--- src/rtl/i2s_mix_sched.sv ---
// i2s_mix_sched: once per i2s frame, polls NSRC sound sources in turn over a
// one-hot req/ack handshake. Each sample is scaled by its gain, accumulated,
// saturated to 24 bits and committed as the held sample for the i2s serializer.
//
// Ports
//   clk, reset          system clock; asynchronous active-high reset
//   lrclk               word clock returned from i2s; a rising edge starts a frame
//   src_req/src_ack     one-hot request per source; ack qualifies that source's src_data slice
//   src_data            NSRC signed 16-bit samples, source i at [16i+15:16i]
//   cfg_we/addr/wdata   addr 0..NSRC-1: gain (128 = unity); addr 7: bit0 mute, bit1 clear flags
//   sound_out           committed signed 24-bit sample, held between commits
//   busy                a polling sequence is in progress
//   timeout_flag        sticky per-source missed-ack flags
//   overrun             sticky: lrclk rose while a sequence was still running
//
// Keep NSRC*(TIMEOUT+2)+4 <= 60 so the commit lands before the next left-slot load.
module i2s_mix_sched #(
    parameter int NSRC    = 4,
    parameter int TIMEOUT = 8
) (
    input  logic                 clk,
    input  logic                 reset,
    input  logic                 lrclk,
    output logic [NSRC-1:0]      src_req,
    input  logic [NSRC-1:0]      src_ack,
    input  logic [16*NSRC-1:0]   src_data,
    input  logic                 cfg_we,
    input  logic [2:0]           cfg_addr,
    input  logic [7:0]           cfg_wdata,
    output logic [23:0]          sound_out,
    output logic                 busy,
    output logic [NSRC-1:0]      timeout_flag,
    output logic                 overrun
);
    typedef enum logic [2:0] {S_IDLE, S_SEL, S_WAIT, S_NEXT, S_COMMIT} state_t;

    localparam logic [2:0]         LAST_IDX = 3'(NSRC - 1);
    localparam logic [3:0]         WCNT_MAX = 4'(TIMEOUT - 1);
    localparam logic signed [28:0] SAT_HI   = 29'sd8388607;
    localparam logic signed [28:0] SAT_LO   = -29'sd8388608;

    state_t                  state_q, state_d;
    logic                    lrclk_dly_q, lrclk_dly_d;
    logic [2:0]              idx_q, idx_d;
    logic [3:0]              wcnt_q, wcnt_d;
    logic signed [28:0]      acc_q, acc_d;
    logic signed [15:0]      smp_q, smp_d;
    logic [7:0]              sgain_q, sgain_d;
    logic [NSRC-1:0][7:0]    gain_q, gain_d;
    logic [NSRC-1:0]         req_q, req_d;
    logic [NSRC-1:0]         flag_q, flag_d;
    logic                    ovr_q, ovr_d;
    logic                    mute_q, mute_d;
    logic [23:0]             sound_q, sound_d;

    logic                    start;
    logic                    cur_ack;
    logic signed [15:0]      cur_data;
    logic [7:0]              cur_gain;
    logic [NSRC-1:0]         idx_hot;
    logic signed [24:0]      prod;
    logic signed [25:0]      term;
    logic [23:0]             sat_val;

    assign start = lrclk & ~lrclk_dly_q;

    // Per-source views of the currently indexed source.
    always_comb begin
        cur_ack  = 1'b0;
        cur_data = '0;
        cur_gain = '0;
        idx_hot  = '0;
        for (int i = 0; i < NSRC; i++) begin
            if (idx_q == 3'(i)) begin
                cur_ack    = src_ack[i];
                cur_data   = src_data[16*i +: 16];
                cur_gain   = gain_q[i];
                idx_hot[i] = 1'b1;
            end
        end
    end

    // Gain is unsigned Q1.7, so (sample*gain)<<1 puts unity at sample<<8.
    always_comb begin
        prod = 25'(smp_q) * 25'($signed({1'b0, sgain_q}));
        term = {prod, 1'b0};
    end

    always_comb begin
        if (acc_q > SAT_HI)      sat_val = 24'h7FFFFF;
        else if (acc_q < SAT_LO) sat_val = 24'h800000;
        else                     sat_val = acc_q[23:0];
    end

    always_comb begin
        state_d     = state_q;
        lrclk_dly_d = lrclk;
        idx_d       = idx_q;
        wcnt_d      = wcnt_q;
        acc_d       = acc_q;
        smp_d       = smp_q;
        sgain_d     = sgain_q;
        gain_d      = gain_q;
        req_d       = req_q;
        flag_d      = flag_q;
        ovr_d       = ovr_q;
        mute_d      = mute_q;
        sound_d     = sound_q;

        // Clears are applied first so a set in the same cycle wins.
        if (cfg_we) begin
            if (cfg_addr == 3'd7) begin
                mute_d = cfg_wdata[0];
                if (cfg_wdata[1]) begin
                    flag_d = '0;
                    ovr_d  = 1'b0;
                end
            end else begin
                for (int i = 0; i < NSRC; i++)
                    if (cfg_addr == 3'(i)) gain_d[i] = cfg_wdata;
            end
        end

        if (start && state_q != S_IDLE) ovr_d = 1'b1;

        case (state_q)
            S_IDLE: begin
                if (start) begin
                    acc_d   = '0;
                    idx_d   = '0;
                    state_d = S_SEL;
                end
            end
            S_SEL: begin
                sgain_d = cur_gain;
                wcnt_d  = '0;
                if (cur_gain == 8'd0) begin
                    smp_d   = '0;
                    state_d = S_NEXT;
                end else begin
                    req_d   = idx_hot;
                    state_d = S_WAIT;
                end
            end
            S_WAIT: begin
                if (cur_ack) begin
                    smp_d   = cur_data;
                    req_d   = '0;
                    state_d = S_NEXT;
                end else if (wcnt_q == WCNT_MAX) begin
                    smp_d   = '0;
                    req_d   = '0;
                    flag_d  = flag_d | idx_hot;
                    state_d = S_NEXT;
                end else begin
                    wcnt_d = wcnt_q + 4'd1;
                end
            end
            S_NEXT: begin
                acc_d = acc_q + 29'(term);
                if (idx_q == LAST_IDX) begin
                    state_d = S_COMMIT;
                end else begin
                    idx_d   = idx_q + 3'd1;
                    state_d = S_SEL;
                end
            end
            S_COMMIT: begin
                sound_d = mute_q ? 24'd0 : sat_val;
                state_d = S_IDLE;
            end
            default: state_d = S_IDLE;
        endcase
    end

    always_ff @(posedge clk or posedge reset) begin
        if (reset) begin
            state_q     <= S_IDLE;
            lrclk_dly_q <= 1'b0;
            idx_q       <= '0;
            wcnt_q      <= '0;
            acc_q       <= '0;
            smp_q       <= '0;
            sgain_q     <= '0;
            gain_q      <= {NSRC{8'd128}};
            req_q       <= '0;
            flag_q      <= '0;
            ovr_q       <= 1'b0;
            mute_q      <= 1'b0;
            sound_q     <= '0;
        end else begin
            state_q     <= state_d;
            lrclk_dly_q <= lrclk_dly_d;
            idx_q       <= idx_d;
            wcnt_q      <= wcnt_d;
            acc_q       <= acc_d;
            smp_q       <= smp_d;
            sgain_q     <= sgain_d;
            gain_q      <= gain_d;
            req_q       <= req_d;
            flag_q      <= flag_d;
            ovr_q       <= ovr_d;
            mute_q      <= mute_d;
            sound_q     <= sound_d;
        end
    end

    assign src_req      = req_q;
    assign sound_out    = sound_q;
    assign busy         = (state_q != S_IDLE);
    assign timeout_flag = flag_q;
    assign overrun      = ovr_q;

endmodule

--- config.mk ---
export PLATFORM = sky130hd
export DESIGN_NAME = i2s_mix_sched
export DESIGN_NICKNAME = d
export VERILOG_FILES = /design/src/rtl/i2s_mix_sched.sv
export SDC_FILE = /design/constraint.sdc
export NUM_CORES = 1
export LEC_CHECK = 0
export CORE_MARGIN = 2
export CORE_UTILIZATION = 64
export CTS_CLUSTER_DIAMETER = 200
export DETAILED_ROUTE_END_ITERATION = 7
export PLACE_DENSITY = 0.94
export SLEW_MARGIN = 0
export SYNTH_ARGS = -nofsm -noshare
export SYNTH_HDL_FRONTEND = slang
export SYNTH_SLANG_ARGS = --single-unit
export TNS_END_PERCENT = 1
--- constraint.sdc ---
create_clock -name clk -period 17.2 [get_ports clk]
set_input_delay 3.44 -clock clk [delete_from_list [all_inputs] [get_ports clk]]
set_output_delay 3.44 -clock clk [all_outputs]
set_load 0.005 [all_outputs]
==> flow_summary.toml, run 1 <==
[outcome]
status = "complete, no violations"

[die]
die_h_um = 140
fp-row-count = 49
dieWidth_um = 140
start_util_pct = 65.4
ioPinCount = 117
die_area_um2 = 19500
core_um2 = 18000

[setup_path]
critPathSlowestCell = "dfrtp_1"
worst-r2r-cell-count = 27
r2r_start = "sgain_q[5]"
cp_max_fo = 17
cp.required_ns = 17.52
crit_top_cell = "fa_1"
path_delay_family = "adder cells"
cpPeakStageDelay_ns = 0.64
cp.buffers_inverters = 3
critPathLaunchType = "flip-flop"
reg2reg_to = "acc_q[28]"
r2r_slack_ns = 10.23
cp.arrival_ns = 7.28
worstSetupEndpointType = "flip-flop"
critPathKind = "reg -> reg"

[sta]
report.final.slew_viol_count = 0
fmax_mhz = 144
grt_setup_unrepaired = "no"
fin_crit_sh_pct = 40.5
worst_pin_slew_ns = 1.32
finalSetupViolations = 0
tns_ns = 0
relSlewSlack_pct = 11.4
finalWorstSetupSlack_ns = 10.23
period_minus_slack_ns = 6.97
fin_worst_skew_ns = 0.0118
hold_viol_final = 0

[clocking]
cts_hold_buf = 0
ctsRootBufferMaster = "clkbuf_16"
clockBufferDepth = 2
cts_max_level = 4
cts_setup_buffers = 0
clock_latency_ns = 0.44
cts_buffers = 17
path_clk_slew_ns = 0.06
cts_sinks = 129
cts_tree = "done"
ctsResizeCount = 0

[yosys]
ys_seq_area_share_pct = 27.5
synth_cell_types = 64
synth_xor_area_share_pct = 3.13
synth_mux_area_share_pct = 3.97
synthCells = 1300
synthAdderAreaFrac_pct = 26.4
synth_area_um2 = 11800
synth_compound_area_share_pct = 15.3
ys_top_cells_by_area = "dfrtp_1 (27%), fa_1 (18%), ha_1 (8.8%)"
synth-seq-cells = 129
ys.flop_type = "dfrtp_1"
syn-num-nets = 1569
ys_warn_count = 0
synth_edf_count = 0
post-synth-top-area-cell = "dfrtp_1"
syn_area_per_cell_um2 = 9.04
synth_top_family_by_area = "adder cells"
synthArstFlopShare_pct = 100
synth-simple-area-share_pct = 16.4
yosysTopAreaCellShare_pct = 26.6

[min_path]
min_path_cells = 2
worstHoldPathType = "reg -> reg"
holdCritStartpoint = "sound_out[13]"
whs_endpoint = "sound_out[13]"

[global_route]
grt_max_degree = 90
grt_pass1_vias = 10372
grt_pass1_wl_mm = 49.3
antenna_found_initial = 0
grt.total_usage_pct = 31.3
grt_overflow = 0

[power]
ir_drop_v = 0.000155
p_leak_nw = 6.63
power_density_nw_per_um2 = 154

[finish]
multiInputGateArea_um2 = 7670
final-seq-area_um2 = 3230
utilization_pct = 76.0
layout.nets = 1656
drive_gt1_share_pct = 7.21
area_growth_pct = 16.2
final_area_um2 = 13700
n_antenna_cell = 0
nFillCells = 1130

[route]
dr_total_vias = 9912
drtIter0Drc = 658
drcViolationCount = 0
first_pass_iters = 5
final_antenna_net_count = 0
routed_via_density = 6.08
finalWirelength_mm = 29.7
routedWlPerCell_um = 18.2

[placement]
io_buffer_count = 116
dpl_cell_area_um2 = 13100
dp_hpwl_mm = 21.9
pre_cts_slack_ns = 10.31
place.gp.congestion = 0.899

[run]
cap_violations = 0
power by group:
group	switching (mW)	internal (mW)	total [mW]
combinational	0.695	0.505	1.20
sequential	0.120	0.402	0.522
clock	0.151	0.230	0.382
total	0.967	1.14	2.10
final cells by class:
cell class                 instances  area share, %
inverter                         168           4.63
clock buffer                      18           3.14
sequential                       129           23.7
clock inverter                    14           1.31
tap                              229           2.10
multi-input combinational        946           56.2
timing repair buffer             125           8.99
worst register-to-register path: stages (launching register included):
cell and delay [ns]:
dfrtp_1 0.64, nand2_1 0.15, fa_1 0.52, fa_1 0.51, inv_1 0.06, fa_1 0.53
inv_1 0.06, fa_1 0.53, inv_1 0.04, ha_1 0.33, o21a_1 0.18, o21a_1 0.17
nand3_1 0.10, o2111ai_1 0.14, a31o_2 0.27, a21oi_1 0.23, nor2b_1 0.13, nor2b_1 0.15
xnor2_1 0.08, ha_1 0.41, and4_1 0.22, o21ai_1 0.07, a21oi_2 0.18, o221ai_2 0.16
o311a_1 0.35, or3_1 0.33, a31oi_1 0.18, mux2i_1 0.10
cells by family after synthesis:
family,count (synthesis)
compound gates,278
simple gates,398
fa+ha+maj,186
buf+inv,225
mux,42
xor+xnor,42
flops,129
per-stage QoR:
| step | hold WS (ns) | total power, mW | std cells |
|---|---|---|---|
| after CTS | 0.482 | 2.09 | 1629 |
| after global routing | 0.509 | 2.26 | 1629 |
| after detailed placement | 0.469 | 1.68 | 1597 |
| after global placement | 0.459 | 1.61 | 1597 |
| after floorplan | 0.473 | 1.36 | 1300 |
| final | 0.476 | 2.10 | 1629 |
flip-flops by register name, indices dropped and copies added, names as in the netlist:
signal and flops:
overrun 1, timeout_flag 4, idx_q 3, src_req 4, sound_out 24, gain_q 32
mute_q 1, lrclk_dly_q 1, smp_q 16, acc_q 28, sgain_q 8, wcnt_q 4
state_q 3
cell usage after synthesis, drive strengths merged, types with 26 or more instances:
master	count
and2	80
nand2	143
nor2	90
fa	103
clkbuf	45
mux2	37
a21oi	73
inv	168
o21ai	79
ha	83
a22oi	26
dfrtp	125
routing by layer:
layer	vias up	wire, um	global-route usage, %	share of wire (%)
li1	4489	-	-	-
met3	105	1530	5.54	5.2
met2	400	15600	56.0	53
met5	-	0	0	0
met4	0	1080	14.8	3.6
met1	4918	11400	36.7	38
cell usage in the layout (no fill, tap or decap), types with 6 or more instances in the layout:
cell / Yosys / routed
clkdlybuf4s50_1: 0 / 116
a211oi_1: 23 / 23
a22o_1: 6 / 6
clkbuf_16: 0 / 17
dfrtp_1: 125 / 125
o21ai_0: 72 / 72
xnor2_1: 24 / 24
nor2b_1: 11 / 11
a22oi_1: 26 / 26
nor2_1: 90 / 90
a21oi_1: 72 / 71
nor3_1: 14 / 14
nand2b_1: 11 / 11
o21a_1: 8 / 8
buf_4: 3 / 9
fa_1: 103 / 103
and2_1: 80 / 80
nand3_1: 11 / 11
xor2_1: 18 / 18
inv_1: 168 / 167
mux2_2: 37 / 37
a21o_1: 17 / 17
ha_1: 83 / 83
nand2_1: 143 / 143
o2bb2ai_1: 16 / 16
how the worst max path moves through the flow:
stage	start	end	slack, ns	cells past startpoint
after floorplan	reset	acc_q[10]	10.33	1
after global placement	sgain_q[2]	acc_q[28]	10.57	27
after detailed placement	sgain_q[5]	acc_q[28]	10.31	27
after CTS	sgain_q[5]	acc_q[28]	10.26	27
after global routing	sgain_q[2]	acc_q[28]	9.85	27
final	sgain_q[5]	acc_q[28]	10.23	27
Note: power is estimated with default switching activity, not from simulation.
==> run 2: changes to the inputs <==
CORE_UTILIZATION = 53   (was 64)
PLACE_DENSITY = 0.84   (was 0.94)
clock period = 5.9 ns   (was 17.2 ns; I/O delays follow)
==> flow_summary.toml, run 2 (same netlist as run 1, synthesis figures left out) <==
[global_route]
grt_max_degree = 79
grt_pass1_wl_mm = 51.0
grt_pass1_vias = 10714
grt_overflow = 0
grt.total_usage_pct = 26.8
antenna_found_initial = 0

[clocking]
cts_sinks = 129
cts_tree = "done"
path_clk_slew_ns = 0.07
cts_max_level = 4
cts_buffers = 17
clock_latency_ns = 0.45
cts_hold_buf = 0
ctsRootBufferMaster = "clkbuf_16"
clockBufferDepth = 2

[setup_path]
cpPeakStageDelay_ns = 0.53
cp.buffers_inverters = 4
worstSetupEndpointType = "flip-flop"
cp_max_fo = 7
critPathKind = "reg -> reg"
path_delay_family = "adder cells"
critPathLaunchType = "flip-flop"
cp.arrival_ns = 6.69
crit_top_cell = "fa_1"
cp.required_ns = 6.27
critPathSlowestCell = "fa_1"

[outcome]
violations = "setup timing"
status = "finished with violations"

[sta]
finalSetupViolations = 8
grt_setup_unrepaired = "yes"
report.final.slew_viol_count = 0
fin_crit_sh_pct = 107
finalWorstSetupSlack_ns = -0.419
fmax_mhz = 158
relSlewSlack_pct = 21.1
hold_viol_final = 0
fin_worst_skew_ns = 0.0124
tns_ns = -1.48
whs_ns = 0.479
worst_pin_slew_ns = 1.18
period_minus_slack_ns = 6.32

[finish]
final_cells = 1813
regMostFlops = "gain_q"
drive_gt1_share_pct = 18.5
layout_commonest_cell = "inv_1"
n_antenna_cell = 0
nFillCells = 1536
final_area_um2 = 15000
largest_reg_flops = 32
area_growth_pct = 27.2
layout.nets = 1789
layout_common_cells = "inv_1 (164), nand2_1 (140), buf_4 (136)"
utilization_pct = 68.5

[die]
die_area_um2 = 23400
ioPinCount = 117
fp-row-count = 54
dieWidth_um = 153
start_util_pct = 53.9
core_um2 = 21800
die_h_um = 153

[route]
drtIter0Drc = 830
first_pass_iters = 5
dr_total_vias = 10313
routedWlPerCell_um = 17.0
final_antenna_net_count = 0
finalWirelength_mm = 30.7
routed_via_density = 5.69
drcViolationCount = 0

[placement]
dpl_cell_area_um2 = 14100
dp_hpwl_mm = 21.7
io_buffer_count = 116
pre_cts_slack_ns = -0.419
dp_cells = 1771
place.gp.congestion = 0.886

[power]
power_density_nw_per_um2 = 455
p_leak_nw = 7.30
ir_drop_v = 0.000245
finalPower_mw = 6.80

[min_path]
worstHoldPathType = "reg -> reg"

[run]
cap_violations = 0
## run 2: cell count changes in the layout (fill, tap and decap cells not counted), moves of 4 or more
cell      previous run  this run
dfrtp_2              0         9
ha_4                 0         4
a21oi_2              2        10
a21oi_1             71        62
clkinv_8             0         4
ha_1                83        78
buf_4                9       136
dfrtp_1            125       116
## run 2: per-layer routing
metal | up-vias | global-route usage, % | routed length, um | part of all wire [%]
met1 | 5125 | 30.7 | 11700 | 38
met4 | 0 | 11.1 | 1060 | 3.5
met5 | - | 0 | 0 | 0
met3 | 101 | 4.88 | 1370 | 4.4
li1 | 4751 | - | - | -
met2 | 336 | 49.1 | 16600 | 54
## run 2: repair_timing
action                     CTS  global route
setup endpoints to repair   13            16
setup buffers                5             5
gates resized for setup     27            19
pin swaps                   14             7
## run 2: report_power, final
group / total [mW] / internal (mW) / leakage, nW / switching (mW)
sequential: 1.47 / 1.18 / 1.64 / 0.294
combinational: 4.25 / 1.99 / 5.38 / 2.25
clock: 1.09 / 0.566 / 0.279 / 0.519
## run 2: path summary, 6_finish.rpt
| check | start | end | slack, ns | depth (start not counted) |
|---|---|---|---|---|
| setup / recovery | sgain_q[2] | acc_q[28] | -0.42 | 28 |
| hold / removal | src_req[3] | src_req[3] | 0.48 | 1 |
| setup reg to reg | sgain_q[2] | acc_q[28] | -0.42 | 28 |
| hold reg to reg | src_req[3] | src_req[3] | 0.48 | 1 |
| max in group asynchronous | reset | acc_q[22] | 3.36 | 3 |
| min in group asynchronous | reset | gain_q[9] | 1.33 | 2 |
## run 2: area by class of cell
cell class	count	area (um^2)	share of cell area, %
clock buffer	17	425	2.84
clock inverter	15	168	1.12
inverter	168	633	4.23
multi-input combinational	946	7890	52.7
sequential	129	3240	21.7
tap	280	350	2.34
timing repair buffer	258	2250	15.0
==> run 3: changes to the inputs <==
HOLD_SLACK_MARGIN = 0.1   (was default)
==> results of run 3 <==
No change in the layout: final DEF, timing and power equal those of run 2.
